## src/rtl/mem_arbiter.sv

```systemverilog
`timescale 1ns/1ps
`default_nettype none
// ============================================================================
// Module   : mem_arbiter
// Brief    : Arbitrates icache line reads and dcache line reads/write-backs
//            onto a single burst memory port, one line per 4-beat burst.
// Revision : 1.0 - initial release
// ============================================================================
module mem_arbiter #(
    parameter int LINE_W = 256,
    parameter int BEAT_W = 64,
    parameter int BURSTS = 4
) (
    input  logic              clk,
    input  logic              rst,
    input  logic [31:0]       i_address,
    input  logic              i_read,
    output logic [LINE_W-1:0] i_rdata,
    output logic              i_resp,
    input  logic [31:0]       d_address,
    input  logic              d_read,
    input  logic              d_write,
    input  logic [LINE_W-1:0] d_wdata,
    output logic [LINE_W-1:0] d_rdata,
    output logic              d_resp,
    output logic [31:0]       bmem_address,
    output logic              bmem_read,
    output logic              bmem_write,
    input  logic [BEAT_W-1:0] bmem_rdata,
    output logic [BEAT_W-1:0] bmem_wdata,
    input  logic              bmem_resp
);

    localparam int CNT_W = (BURSTS > 1) ? $clog2(BURSTS) : 1;
    localparam int OFF_W = $clog2(LINE_W / 8);
    localparam logic [CNT_W-1:0] LAST_BEAT = CNT_W'(BURSTS - 1);

    typedef enum logic [2:0] {
        IDLE = 3'd0,
        I_RD = 3'd1,
        D_RD = 3'd2,
        D_WR = 3'd3,
        DONE = 3'd4
    } state_t;

    state_t                 state_q, state_d;
    logic                   side_q, side_d;     // 1 = dcache owns the burst
    logic                   last_q, last_d;     // 1 = dcache was granted last
    logic [31-OFF_W:0]      addr_q, addr_d;
    logic [CNT_W-1:0]       cnt_q, cnt_d;
    logic [LINE_W-1:0]      line_q, line_d;

    logic                   w_i_pend;
    logic                   w_d_pend;
    logic                   w_pick_d;
    logic                   w_unused;

    assign w_i_pend = i_read;
    assign w_d_pend = d_read | d_write;
    // On a tie the side that did not win last time takes the bus.
    assign w_pick_d = w_d_pend && (!w_i_pend || !last_q);
    assign w_unused = ^{i_address[OFF_W-1:0], d_address[OFF_W-1:0]};

    always_ff @(posedge clk or negedge rst) begin
        if (!rst) begin
            state_q <= IDLE;
            side_q  <= 1'b0;
            last_q  <= 1'b0;
            addr_q  <= '0;
            cnt_q   <= '0;
            line_q  <= '0;
        end else begin
            state_q <= state_d;
            side_q  <= side_d;
            last_q  <= last_d;
            addr_q  <= addr_d;
            cnt_q   <= cnt_d;
            line_q  <= line_d;
        end
    end

    always_comb begin
        state_d = state_q;
        side_d  = side_q;
        last_d  = last_q;
        addr_d  = addr_q;
        cnt_d   = cnt_q;
        line_d  = line_q;
        case (state_q)
            IDLE: begin
                if (w_i_pend || w_d_pend) begin
                    side_d = w_pick_d;
                    last_d = w_pick_d;
                    cnt_d  = '0;
                    addr_d = w_pick_d ? d_address[31:OFF_W] : i_address[31:OFF_W];
                    if (!w_pick_d) begin
                        state_d = I_RD;
                    end else if (d_write) begin
                        state_d = D_WR;
                    end else begin
                        state_d = D_RD;
                    end
                end
            end
            I_RD, D_RD, D_WR: begin
                if (bmem_resp) begin
                    if (state_q != D_WR) begin
                        for (int k = 0; k < BURSTS; k++) begin
                            if (cnt_q == CNT_W'(k)) begin
                                line_d[k*BEAT_W +: BEAT_W] = bmem_rdata;
                            end
                        end
                    end
                    cnt_d = cnt_q + CNT_W'(1);
                    if (cnt_q == LAST_BEAT) begin
                        state_d = DONE;
                        cnt_d   = '0;
                    end
                end
            end
            DONE: begin
                state_d = IDLE;
            end
            default: begin
                state_d = IDLE;
            end
        endcase
    end

    always_comb begin
        bmem_wdata = '0;
        if (state_q == D_WR) begin
            for (int k = 0; k < BURSTS; k++) begin
                if (cnt_q == CNT_W'(k)) begin
                    bmem_wdata = d_wdata[k*BEAT_W +: BEAT_W];
                end
            end
        end
    end

    assign bmem_read    = (state_q == I_RD) || (state_q == D_RD);
    assign bmem_write   = (state_q == D_WR);
    assign bmem_address = {addr_q, {OFF_W{1'b0}}};
    assign i_resp       = (state_q == DONE) && !side_q;
    assign d_resp       = (state_q == DONE) &&  side_q;
    assign i_rdata      = line_q;
    assign d_rdata      = line_q;

endmodule
`default_nettype wire

```

## config.mk

```make
export PLATFORM = sky130hd
export DESIGN_NAME = mem_arbiter
export DESIGN_NICKNAME = d
export VERILOG_FILES = /design/src/rtl/mem_arbiter.sv
export SDC_FILE = /design/constraint.sdc
export NUM_CORES = 1
export LEC_CHECK = 0
export ABC_CLOCK_PERIOD_IN_PS = 6400
export BUFFER_PORTS_ARGS = -buffer_cell sky130_fd_sc_hd__buf_2
export CAP_MARGIN = 15
export CORE_AREA = 3 3 386 388
export CTS_CLUSTER_DIAMETER = 40
export DETAILED_ROUTE_END_ITERATION = 12
export DIE_AREA = 0 0 389 391
export SETUP_SLACK_MARGIN = 0.15
export SYNTH_ARGS = -nofsm -noshare
export SYNTH_HDL_FRONTEND = slang
export SYNTH_SLANG_ARGS = --single-unit
export TNS_END_PERCENT = 1
```

## constraint.sdc

```tcl
create_clock -name clk -period 6.4 [get_ports clk]
set_input_delay 0.96 -clock clk [delete_from_list [all_inputs] [get_ports clk]]
set_output_delay 0.96 -clock clk [all_outputs]
set_load 0.02 [all_outputs]
```

==> out/results.tsv <==
stage	metric	value	unit
placement	dpl.hpwl	94800	um
drt	antenna_left	0	
power_and_ir_drop	p_leak	11.0	nW
timing	setup_tns	0	ns
synth	synthCells	1340	
synth	synth-async-reset-ratio	100	%
global_routing	antenna_found_initial	63	
timing	timing.fmax	0.214	GHz
timing	setup_ws	1.73	ns
global_routing	grt_use_met2	21.2	%
floorplanning	initial_core_util	10.5	%
synth	ys_seq_elements	289	
clock_network	post_cts_buffers	0	
timing	whs	0.363	ns
global_routing	overflow	0	
timing	hold_viol_final	0	
timing	rsz0062_at_grt	no	
drt	drt_iter0_markers	1094	
worst_hold_path	hold_path.class	in2async	
timing	drv_slew	0	
final_layout	area_growth	45.9	%
clock_network	cts_buffer_depth	3	
global_routing	grt_pass1_vias	13200	
synth	synth_cell_types	32	
placement	port_buffers	986	
global_routing	grt_pass1_wl	137000	um
clock_network	root_buffer	clkbuf_16	
clock_network	clk_latency	0.65	ns
global_routing	grt_max_degree	109	
final_layout	drive_gt1_share	56.6	%
worst_setup_path	cp.arrival	3.71	ns
timing	tightest_slew	1.40	ns
clock_network	numCtsBuffers	51	
timing	relSlewSlack	6.98	%
drt	wl_per_cell	27.1	um
synth	synth_ff_type	dfrtp_1	
timing	fin_crit	4.67	ns
drt	vias	14000	
global_routing	use_met1	16.7	%
worst_setup_path	end_kind	primary output	
final_layout	fin_nets	2450	
worst_setup_path	cp-start-kind	flip-flop	
global_routing	grtUsageTotal	13.6	%
floorplanning	ios	1002	
timing	fin_worst_skew	0.0380	ns
placement	place_ws	2.48	ns
power_and_ir_drop	finalPower	0.0152	W
outcome	status	finished, final reports clean	
clock_network	clkTransAtPathRegs	0.06	ns
synth	postSynthAreaPerCell	11.4	sq um
floorplanning	dieArea	152000	sq um
worst_setup_path	path_max_fanout	31	
timing	min_period_over_period	73.0	%
clock_network	cts_tree	built	
synth	yosysWarnings	0	
drt	wl	109000	um
power_and_ir_drop	power.density	684	nW/um^2
worst_setup_path	critPathKind	reg2out	
global_routing	grt.busiest_layer	met2	
placement	finalWeightedCongestion	0.989	
floorplanning	chipHeight	391	um
floorplanning	die_w	389	um
power_and_ir_drop	max-vdd-ir-drop	350	uV
synth	syn_area	15300	sq um
synth	synth-edff-count	0	
clock_network	cts_resized	0	
worst_setup_path	crit_required	5.44	ns
drt	dr.pass1.iters	7	
clock_network	cts_sinks	289	
clock_network	postCtsHoldBufs	0	
floorplanning	core-area	146000	sq um
drt	viasPerCell	3.47	
drt	drc	0	
synth	yosysSeqAreaShare	47.3	%
global_routing	grt_use_met3	5.64	%
clock_network	cts_max_level	2	
floorplanning	row_count	140	
run	drv_cap	0	
timing	finalSetupViolations	0	
[power by group]
group | switching (W) | internal (W)
combinational | 0.00615 | 0.00261
sequential | 0.000902 | 0.00275
clock | 0.00109 | 0.00175
total | 0.00813 | 0.00711
[registers in the layout (all words and copies together), names as in the netlist]
signal	cells
d_rdata	256
addr_q	27
cnt_q	2
last_q	1
state_q	3
[routing by layer]
layer / vias to the layer above / share of wire, %
met5: - / 0.25
met4: 20 / 3.5
li1: 5911 / -
met2: 839 / 45
met1: 7043 / 41
met3: 189 / 10
[logic make-up (layout without fill, tap and decap cells)]
logic type / after synthesis / count (layout) / share of synthesized area [%]
multiplexers: 283 / 283 / 20.6
buffers and inverters: 416 / 1169 / 17.7
AND/OR/NAND/NOR: 116 / 116 / 3.14
flip-flops: 289 / 289 / 47.3
other: 1 / 30 / 0.0245
AO/OA/AOI/OAI: 230 / 230 / 10.7
XOR/XNOR: 1 / 1 / 0.106
adder cells (fa/ha/maj): 4 / 4 / 0.327
[cell usage in the layout, fill, tap and decap left out, types with 2 or more instances in the layout]
cell | netlist | routed
clkinv_2 | 0 | 10
nor2_1 | 35 | 35
a211o_1 | 63 | 63
a21oi_1 | 94 | 93
clkbuf_8 | 0 | 4
inv_6 | 0 | 5
clkinvlp_4 | 0 | 4
mux2_2 | 76 | 76
diode_2 | 0 | 25
conb_1 | 1 | 5
nand2_1 | 70 | 70
clkinv_16 | 0 | 3
a22oi_1 | 2 | 2
o21ai_0 | 4 | 4
a221oi_1 | 63 | 63
clkbuf_16 | 0 | 51
inv_8 | 0 | 5
mux2i_1 | 27 | 27
buf_4 | 263 | 17
dfrtp_1 | 289 | 289
clkinv_4 | 0 | 6
nand2_4 | 3 | 3
bufinv_16 | 0 | 5
ha_4 | 0 | 3
inv_1 | 70 | 70
mux2_1 | 180 | 180
buf_2 | 22 | 985
[layout make-up]
cell class	instances	area (sq um)
Timing Repair Buffer	1005	5120
Clock inverter	38	473
Clock buffer	56	1340
Tap cell	1917	2400
Fill cell	16500	123000
Antenna cell	25	62.6
Multi-Input combinational cell	639	5420
Sequential cell	289	7230
Inverter	70	263
[cell usage after synthesis (2+ instances only)]
cell type	n	area, sq um
buf_2	22	110
dfrtp_1	289	7230
buf_4	263	1970
mux2_2	76	856
mux2i_1	27	270
o21ai_0	4	20.0
buf_6	18	203
ha_1	4	50.1
nor2b_1	2	12.5
inv_1	70	263
buf_1	6	22.5
nor2_1	35	131
a22oi_1	2	15.0
a211o_1	63	552
a221oi_1	63	552
a21oi_1	94	470
nand2_1	70	263
mux2_1	180	2030
clkbuf_1	37	139
nand2_4	3	33.8
[through the flow]
step / util, % / area (sq um) / instances
floorplan: - / 15300 / 1344
global placement: 14.0 / 20400 / 3919
detailed placement: 14.0 / 20400 / 3919
CTS: 15.2 / 22200 / 4013
global route: 15.3 / 22300 / 4019
finish: 15.3 / 22300 / 4039
[worst max-delay path, stage by stage (launching register included)]
cell	delay, ns
dfrtp_1	0.50
inv_1	0.14
ha_1	0.28
nor2b_4	0.26
buf_4	0.29
a221oi_1	1.14
a211o_1	0.20
a21oi_1	0.06
buf_2	0.20
[path summary, 6_finish.rpt]
check,from,to,slack [ns],depth (start not counted)
worst max-delay path,cnt_q[0],bmem_wdata[7],1.73,8
worst min-delay path,rst,d_rdata[66],0.36,1
worst max register to register,cnt_q[1],d_rdata[70],3.31,6
worst min register to register,d_rdata[178],d_rdata[178],0.50,1
max in group asynchronous,rst,addr_q[4],4.80,2
min in group clk,d_rdata[178],d_rdata[178],0.50,1
(Power assumes the default switching activity.)
